--- config.mk ---
export PLATFORM = sky130hd
export DESIGN_NAME = mem_arbiter
export DESIGN_NICKNAME = d
export VERILOG_FILES = /design/src/rtl/mem_arbiter_pkg.sv /design/src/rtl/rr_arbiter2.sv /design/src/rtl/mem_arbiter.sv
export SDC_FILE = /design/constraint.sdc
export NUM_CORES = 1
export LEC_CHECK = 0
export BUFFER_PORTS_ARGS = -buffer_cell sky130_fd_sc_hd__buf_2
export CAP_MARGIN = 10
export CELL_PAD_IN_SITES_DETAIL_PLACEMENT = 1
export CELL_PAD_IN_SITES_GLOBAL_PLACEMENT = 2
export CORE_MARGIN = 10
export CORE_UTILIZATION = 11
export DETAILED_ROUTE_END_ITERATION = 10
export PLACE_DENSITY_LB_ADDON = 0.1
export SYNTH_ARGS = -nofsm -noshare
export SYNTH_HDL_FRONTEND = slang
export SYNTH_HIERARCHICAL = 1
export SYNTH_SLANG_ARGS = --single-unit
--- constraint.sdc ---
create_clock -name clk -period 3.4 [get_ports clk]
set_input_delay 0.51 -clock clk [delete_from_list [all_inputs] [get_ports clk]]
set_output_delay 0.51 -clock clk [all_outputs]
set_load 0.005 [all_outputs]
--- src/rtl/mem_arbiter_pkg.sv ---
// -----------------------------------------------------------------------------
// mem_arbiter_pkg
// Shared definitions for the two-master memory arbiter:
//   - arb_state_e      : which master was issued an access in the previous cycle
//   - MASTER0/MASTER1  : master index constants (also the last-grant encoding)
//   - MAX_HOLD_DEFAULT : default cap on consecutive locked accesses
//   - master_onehot()  : converts a master index into a one-hot grant vector
// -----------------------------------------------------------------------------
package mem_arbiter_pkg;

    typedef enum logic [1:0] {
        IDLE = 2'd0,
        OWN0 = 2'd1,
        OWN1 = 2'd2
    } arb_state_e;

    localparam logic MASTER0 = 1'b0;
    localparam logic MASTER1 = 1'b1;

    localparam int MAX_HOLD_DEFAULT = 8;

    function automatic logic [1:0] master_onehot(input logic master);
        return master ? 2'b10 : 2'b01;
    endfunction

endpackage

--- src/rtl/rr_arbiter2.sv ---
// -----------------------------------------------------------------------------
// rr_arbiter2
// Purely combinational grant selection between two masters.
// Ports:
//   req          in  2  request per master (bit 0 = m0, bit 1 = m1)
//   lock         in  1  the current owner (the master issued last cycle) holds lock
//   hold_expired in  1  the owner has used up its consecutive-access allowance
//   last_grant   in  1  index of the master acked most recently
//   grant        out 2  one-hot grant, zero when nobody requests
// Parameter FIXED_PRIO: 0 = round-robin, 1 = m0 wins unlocked contention.
// -----------------------------------------------------------------------------
module rr_arbiter2
    import mem_arbiter_pkg::*;
#(
    parameter int FIXED_PRIO = 0
) (
    input  logic [1:0] req,
    input  logic       lock,
    input  logic       hold_expired,
    input  logic       last_grant,
    output logic [1:0] grant
);

    // A lone requester is always served. Under contention a locked owner keeps
    // the bus until its allowance runs out; at that point the other master is
    // forced in for one access regardless of FIXED_PRIO, so that a locked m0
    // cannot starve m1 in fixed-priority mode.
    always_comb begin
        grant = 2'b00;
        unique case (req)
            2'b01: grant = 2'b01;
            2'b10: grant = 2'b10;
            2'b11: begin
                if (lock && !hold_expired) begin
                    grant = master_onehot(last_grant);
                end else if (lock) begin
                    grant = master_onehot(~last_grant);
                end else if (FIXED_PRIO != 0) begin
                    grant = master_onehot(MASTER0);
                end else begin
                    grant = master_onehot(~last_grant);
                end
            end
            default: grant = 2'b00;
        endcase
    end

endmodule

--- src/rtl/mem_arbiter.sv ---
// -----------------------------------------------------------------------------
// mem_arbiter
// Two-master arbiter in front of a single-port shared memory. One access is
// issued per cycle, in the same cycle as its ack; the winning master's fields
// drive mem_* combinationally. Read data returns one cycle after issue and is
// flagged with the matching rvalid.
// Ports:
//   clk, reset                      clock, synchronous active-high reset
//   mN_addr/wdata/wmask/rstrb/lock  master N request (request = rstrb | |wmask)
//   mN_ack                          master N issued this cycle
//   mN_rvalid/rdata                 master N read data, one cycle after ack
//   mem_addr/wdata/wmask/rstrb      access to shared memory
//   mem_rdata                       memory read data, one cycle after mem_rstrb
// Parameters: MAX_HOLD (locked access cap), FIXED_PRIO (0 RR, 1 m0 first).
// -----------------------------------------------------------------------------
module mem_arbiter
    import mem_arbiter_pkg::*;
#(
    parameter int MAX_HOLD   = MAX_HOLD_DEFAULT,
    parameter int FIXED_PRIO = 0
) (
    input  logic        clk,
    input  logic        reset,
    input  logic [31:0] m0_addr,
    input  logic [31:0] m0_wdata,
    input  logic [3:0]  m0_wmask,
    input  logic        m0_rstrb,
    input  logic        m0_lock,
    output logic        m0_ack,
    output logic        m0_rvalid,
    output logic [31:0] m0_rdata,
    input  logic [31:0] m1_addr,
    input  logic [31:0] m1_wdata,
    input  logic [3:0]  m1_wmask,
    input  logic        m1_rstrb,
    input  logic        m1_lock,
    output logic        m1_ack,
    output logic        m1_rvalid,
    output logic [31:0] m1_rdata,
    output logic [31:0] mem_addr,
    output logic [31:0] mem_wdata,
    output logic [3:0]  mem_wmask,
    output logic        mem_rstrb,
    input  logic [31:0] mem_rdata
);

    localparam int HOLD_W = $clog2(MAX_HOLD + 1);
    localparam logic [HOLD_W-1:0] HOLD_LIMIT = HOLD_W'(MAX_HOLD);

    arb_state_e        state;
    arb_state_e        state_next;
    logic [HOLD_W-1:0] hold_cnt;
    logic [HOLD_W-1:0] hold_next;
    logic              last_grant;
    logic              last_next;
    logic [1:0]        rvalid_q;
    logic [1:0]        req;
    logic              owner_lock;
    logic              hold_expired;
    logic [1:0]        grant_raw;
    logic [1:0]        grant;

    assign req = {m1_rstrb | (|m1_wmask), m0_rstrb | (|m0_wmask)};

    // Only a master issued in the previous cycle counts as owner; after an
    // idle cycle nobody holds the lock.
    always_comb begin
        owner_lock = 1'b0;
        unique case (state)
            OWN0:    owner_lock = m0_lock;
            OWN1:    owner_lock = m1_lock;
            default: owner_lock = 1'b0;
        endcase
    end

    assign hold_expired = (hold_cnt >= HOLD_LIMIT);

    rr_arbiter2 #(
        .FIXED_PRIO(FIXED_PRIO)
    ) u_rr_arbiter2 (
        .req         (req),
        .lock        (owner_lock),
        .hold_expired(hold_expired),
        .last_grant  (last_grant),
        .grant       (grant_raw)
    );

    // Nothing is issued while reset is high, even with requests pending.
    assign grant  = reset ? 2'b00 : grant_raw;
    assign m0_ack = grant[0];
    assign m1_ack = grant[1];

    // Steer the winner onto the memory port; with no grant the strobes are
    // forced low and the address simply follows m0.
    always_comb begin
        mem_addr  = m0_addr;
        mem_wdata = m0_wdata;
        mem_wmask = 4'b0000;
        mem_rstrb = 1'b0;
        if (grant[1]) begin
            mem_addr  = m1_addr;
            mem_wdata = m1_wdata;
            mem_wmask = m1_wmask;
            mem_rstrb = m1_rstrb;
        end else if (grant[0]) begin
            mem_addr  = m0_addr;
            mem_wdata = m0_wdata;
            mem_wmask = m0_wmask;
            mem_rstrb = m0_rstrb;
        end
    end

    // Next-state logic. The hold counter restarts at 1 on a change of master
    // and saturates at MAX_HOLD; idle cycles keep both pointer and counter.
    always_comb begin
        state_next = IDLE;
        hold_next  = hold_cnt;
        last_next  = last_grant;
        if (grant[0] || grant[1]) begin
            state_next = grant[1] ? OWN1 : OWN0;
            last_next  = grant[1] ? MASTER1 : MASTER0;
            if (last_next == last_grant) begin
                hold_next = (hold_cnt == HOLD_LIMIT) ? hold_cnt : hold_cnt + 1'b1;
            end else begin
                hold_next = HOLD_W'(1);
            end
        end
    end

    // Pointer resets to m1 so that m0 wins the first contention.
    always_ff @(posedge clk) begin
        if (reset) begin
            state      <= IDLE;
            hold_cnt   <= '0;
            last_grant <= MASTER1;
            rvalid_q   <= 2'b00;
        end else begin
            state      <= state_next;
            hold_cnt   <= hold_next;
            last_grant <= last_next;
            rvalid_q   <= {grant[1] & m1_rstrb, grant[0] & m0_rstrb};
        end
    end

    // rvalid is masked during reset so a read acked just before reset never
    // shows up while reset is high.
    assign m0_rvalid = rvalid_q[0] & ~reset;
    assign m1_rvalid = rvalid_q[1] & ~reset;
    assign m0_rdata  = mem_rdata;
    assign m1_rdata  = mem_rdata;

endmodule

Word level (Yosys, flattened, before mapping)
Index checks and enable logic that the tools add are counted.
{ "totals": {"reg_bits": 9, "latch_bits": 0, "ram_bits": 0, "rom_bits": 0, "input_bits": 174, "out_inout_bits": 137, "wordCells": 45, "n_memories": 0} }
{ "op_classes": {"n_addsub": 1, "n_mul": 0, "div": 0, "n_lt_le_gt_ge": 1, "n_eq_ne": 8, "n_shift": 0, "mux": 16, "bitwise_logic": 8, "reduce_logical": 7} }
{ "ops": {"columns": ["operator", "n"], "rows": [
  ["two-way mux 32 bit", 2],
  ["two-way mux 4 bit", 4],
  ["two-way mux 2 bit", 5],
  ["OR reduction 4 bit", 2],
  ["equality test 2 bit (second input constant)", 3],
  ["one-hot mux 2 bit (3 select lines)", 1],
  ["adder 4 x 1 -> 4 bit (second input constant)", 1],
  ["bitwise AND 1 bit", 4],
  ["equality test 2 x 1 -> 1 bit (second input constant)", 2],
  ["equality test 4 bit (second input constant)", 1],
  ["greater-or-equal comparator 4 bit (second input constant)", 1],
  ["two-way mux 1 bit", 3],
  ["!= test 2 bit (second input constant)", 1],
  ["NOT 1 bit", 2],
  ["OR 1 bit", 2],
  ["one-hot mux 1 bit (2 select lines)", 1],
  ["AND reduction 2 bit", 1],
  ["OR reduction 2 bit", 1],
  ["equality test 1 bit", 1],
  ["logical AND 1 bit", 1],
  ["logical NOT 1 bit", 1],
  ["logical OR 1 bit", 1]
]} }

Depth between registers and ports, before layout
{ "depth": {"depth_word": 10, "depth_mapped": 12, "ltp_nobuf": 11} }

Modules after synthesis
The synthesis kept the hierarchy.
{ "by_module_without_submodules": {"columns": ["module", "instances", "cells_per_inst", "area_per_inst_um2", "seq_area_each_um2"], "rows": [
  ["mem_arbiter", 1, 344, 1853.0, 180.2],
  ["rr_arbiter2", 1, 7, 63.8, 0.0]
]} }

Worst setup path after synthesis
OpenSTA, ideal clock, no wires.
{ "synth_path": {"kind": "reg-to-output", "start": "register state[0]", "end": "output port mem_addr[0]", "t_arrival_ns": 1.751, "t_required_ns": 2.890, "setup_slack_ns": 1.139, "path_stages_with_launch": 12, "n_path_buf": 2, "path_cell_list": "dfxtp_1 inv_1 ha_1 nor2_1 nor2b_4 o211a_1 nand2_2 inv_4 buf_2 buf_2 nand2_1 nand2_1"} }
{ "synth_via": {"elab_chain_cells": 7, "word_cells_on_any_way": 8, "cone_classes": "eq/ne: 2; mux: 5; reduce/logical: 1"} }
{ "synth_rtl": {"columns": ["item", "line", "text"], "rows": [
  ["start, declared", "mem_arbiter.sv:50", "arb_state_e state;"],
  ["start signal, assigned", "mem_arbiter.sv:138", "state <= state_next;"],
  ["equality test 2 bit or equality test 2 x 1 -> 1 bit (tied branches)", "mem_arbiter.sv:69", "unique case (state)"],
  ["one-hot mux 1 bit (2 select lines) (*)", "mem_arbiter.sv:69", null],
  ["net owner_lock", "mem_arbiter.sv:58", "logic owner_lock;"],
  ["logical AND 1 bit (*)", "rr_arbiter2.sv:34", "if (lock && !hold_expired) begin"],
  ["two-way mux 2 bit (*)", "rr_arbiter2.sv:34", null],
  ["one-hot mux 2 bit (3 select lines) (*)", "rr_arbiter2.sv:30", "unique case (req)"],
  ["net grant_raw[1]", "mem_arbiter.sv:60", "logic [1:0] grant_raw;"],
  ["two-way mux 2 bit (*)", "mem_arbiter.sv:89", "assign grant = reset ? 2'b00 : grant_raw;"],
  ["two-way mux 32 bit (*)", "mem_arbiter.sv:100", "if (grant[1]) begin"],
  ["end, declared", "mem_arbiter.sv:40", "output logic [31:0] mem_addr,"]
]} }
Mark *: on every way through the listed nets, which the timed path passes. The rest lies on a longest branch.

Final worst setup path
{ "layout_path": {"start": "register state[0]", "end": "output port mem_wmask[2]"} }
{ "layout_via": {"word_cells_on_any_way": 9, "cone_classes": "eq/ne: 2; mux: 6; reduce/logical: 1"} }
{ "layout_rtl": {"columns": ["item", "line", "text"], "rows": [
  ["equality test 2 bit or equality test 2 x 1 -> 1 bit (tied branches)", "mem_arbiter.sv:69", null],
  ["one-hot mux 1 bit (2 select lines) (*)", "mem_arbiter.sv:69", null],
  ["net owner_lock", "mem_arbiter.sv:58", null],
  ["logical AND 1 bit (*)", "rr_arbiter2.sv:34", null],
  ["two-way mux 2 bit (*)", "rr_arbiter2.sv:34", null],
  ["one-hot mux 2 bit (3 select lines) (*)", "rr_arbiter2.sv:30", null],
  ["net grant_raw[1]", "mem_arbiter.sv:60", null],
  ["two-way mux 2 bit (*)", "mem_arbiter.sv:89", null],
  ["two-way mux 4 bit (*)", "mem_arbiter.sv:100", null],
  ["end, declared", "mem_arbiter.sv:42", "output logic [3:0] mem_wmask,"]
]} }
Marked as above.

==> flow_summary.toml <==
[status]
status = "complete, no violations"

[timing]
finalMaxSlewViolations = 0
maxClockFrequency_mhz = 359
timing_worst_slew_pin_value_ns = 0.384
finalCriticalPeriod_ns = 2.79
report.final.setup_viol = 0
whs_ns = 0.514
report.final.hold_viol_count = 0
worst_clock_skew_ns = 0.00158
sum_of_negative_setup_slack_ns = 0
relative_max_transition_margin = 0.744
unrepaired_setup_endpoints_after_global_routing = "no"
min_period_over_period = 0.820

[cells_and_area]
sequential_cell_area_sq_um = 180
drive_gt1_frac = 0.465
multi_input_comb_area_sq_um = 1140
synthToLayoutAreaGrowth_pct = 48.0
most-common-layout-cells = "214 x buf_2, 196 x nand2_1, 11 x nor2_1, 9 x dfxtp_1, 7 x inv_1"
finish.instance_area_sq_um = 2840
fill_cells = 2257
most_common_cell_after_layout_fill_and_taps_aside = "buf_2"
number_of_diodes_added_for_antenna_fixing = 0
layout.cells.non_filler = 718
design.final.nets = 672
final_core_util = 0.165

[synthesis]
post-synth-top-area-cell = "nand2_1"
ys_top_cells_by_area = "nand2_1 38%, buf_4 25%, dfxtp_1 9.4%, buf_2 2.9%, ha_1 2.6%"
synth_top_area_frac = 0.384
postSynthNetCount = 529
ys_types = 32
yosysSeqAreaShare = 0.0940
syn-cell-area_sq_um = 1920
synth_area_per_cell_sq_um = 5.46
synth_warnings = 6
synth_cells = 351
ys_ff_latch = 9

[drt]
num_vias = 2579
first_pass_iters = 4
drc_violations = 0
drtAntennaViolNets = 0
route.detailed.wl_per_inst_microns = 14.6
violation_count_after_the_first_detailed_route_iteration = 45
totalWireLength_microns = 10500
routed_via_density = 3.59

[die]
floorplan.rows = 48
core_sq_um = 17200
dieArea_sq_um = 23100
chipHeight_microns = 152
die_w_microns = 152
pin_count = 311
initial_utilization = 0.112

[min_path]
holdCritPathClass = "primary input to register"

[setup_path]
reg2reg_depth = 11
crit_type = "register to output pin"
crit_end = "mem_wmask[2]"
startpoint = "state[0]$_SDFF_PP0_"
critPathArrivalTime_ns = 2.28
regToRegStartpoint = "state[0]$_SDFF_PP0_"
setup.reg_to_reg.worst_slack_ns = 1.11
start_kind = "register"
critical_path.endpoint_type = "output pin"
r2r_end = "hold_cnt[1]$_SDFFE_PP0P_"
cp.required_ns = 2.89
crit_path_max_fo = 10

[global_route]
grt.total_usage = 0.0856
grt_ovf = 0
first_global_vias = 2716
grt_start_max_net_pins = 52
grt_first_pass_wirelength_microns = 16300
grt_antenna_before_repair = 0

[clock_tree]
clock_buffers_created_by_tritoncts = 3
cts.sink_count = 9
cts_hold_repair.buffers = 0
worst_skew_pair.late_latency_ns = 0.23
tritoncts = "yes"
cts_resized = 0
ctsHtreeMaxLevel = 1
cts.repair_timing.setup_buffer_count = 0
cts_root_buffer = "clkbuf_16"
max-clock-path-buffers = 2
path_clk_slew_ns = 0.04

[power]
power.ir.vdd_worst_mv = 0.227
cellLeakagePower_nw = 1.75
ratio_of_total_power_to_cell_area_nw_per_um2 = 508

[placement]
port_buffers = 214
dpl_cell_area_sq_um = 2760
place_hpwl_microns = 8950
numPlacedInstances = 714
routabilityCongestion = 0.732

[flow_run]
max_cap_violations = 0
==> worst max-delay path, cell delays in order, from the launching register on <==
cell and delay [ns]:
dfxtp_1 0.33, inv_1 0.05, ha_1 0.19, a22oi_1 0.17
nor2_1 0.09, nor2b_4 0.13, o211a_1 0.26, buf_4 0.18
nor2b_1 0.30, a22oi_1 0.11, nor2_1 0.11, buf_2 0.12
==> state kept, by name, indices dropped and copies added, names as in the netlist <==
signal,cells
hold_cnt,4
last_grant,1
state,2
rvalid_q,2
==> stage by stage <==
stage / power (mW) / worst slack, ns
final: 1.44 / 0.612
after global routing: 1.64 / 0.314
after CTS: 1.50 / 0.556
after detailed placement: 1.28 / 0.784
after global placement: 1.29 / 0.788
after floorplan: 0.828 / 1.14
==> area by class of cell <==
cell class                 count  area share
tap                          225      0.0993
clock buffer                   4      0.0278
timing repair buffer         219       0.395
sequential                     9      0.0635
inverter                       9      0.0128
multi-input combinational    252       0.401
==> where the power goes <==
group | leakage (nW) | switching, mW | internal [mW]
Clock | 0.0382 | 0.0558 | 0.157
Sequential | 0.0740 | 0.0267 | 0.133
Combinational | 1.64 | 0.598 | 0.472
Total | 1.75 | 0.680 | 0.761
==> kinds of logic (layout without fill, tap and decap cells) <==
group	count (synthesis)	after routing	synth area share
compound gates	18	18	0.0705
simple gates	227	227	0.476
xor+xnor	3	3	0.0215
buf+inv	90	232	0.312
fa+ha+maj	4	4	0.0261
flops	9	9	0.0940
==> synthesized netlist by cell type (all sizes together) <==
cell type  count
a21oi          1
a22oi          6
a31oi          1
a32o           2
a41o           1
and2           3
and3           1
buf           76
clkbuf         5
dfxtp          9
ha             4
inv            9
nand2        197
nand2b         1
nand3          2
nand4b         1
nand4bb        1
nor2          12
nor2b          7
nor3           2
o2111ai        1
o211a          2
o21ai          4
xnor2          3
==> per-layer routing <==
layer | wire, microns | vias up | share of wire | global-route usage
li1 | - | 1297 | - | -
met1 | 4250 | 1133 | 0.41 | 0.0941
met2 | 5100 | 135 | 0.49 | 0.151
met3 | 1030 | 14 | 0.098 | 0.0406
met4 | 85 | 0 | 0.0081 | 0.00871
met5 | 0 | - | 0 | 0
==> worst min path at each step <==
stage | endpoint | depth (start not counted) | slack [ns] | startpoint
finish | rvalid_q[1]$_SDFF_PP0_ | 2 | 0.51 | m1_rstrb
global route | rvalid_q[0]$_SDFF_PP0_ | 2 | 0.52 | m0_rstrb
CTS | rvalid_q[1]$_SDFF_PP0_ | 2 | 0.52 | m1_rstrb
detailed placement | hold_cnt[0]$_SDFFE_PP0P_ | 2 | 0.54 | hold_cnt[0]$_SDFFE_PP0P_
global placement | hold_cnt[0]$_SDFFE_PP0P_ | 2 | 0.52 | hold_cnt[0]$_SDFFE_PP0P_
floorplan | hold_cnt[3]$_SDFFE_PP0P_ | 2 | 0.47 | hold_cnt[3]$_SDFFE_PP0P_
(Power assumes the default switching activity.)
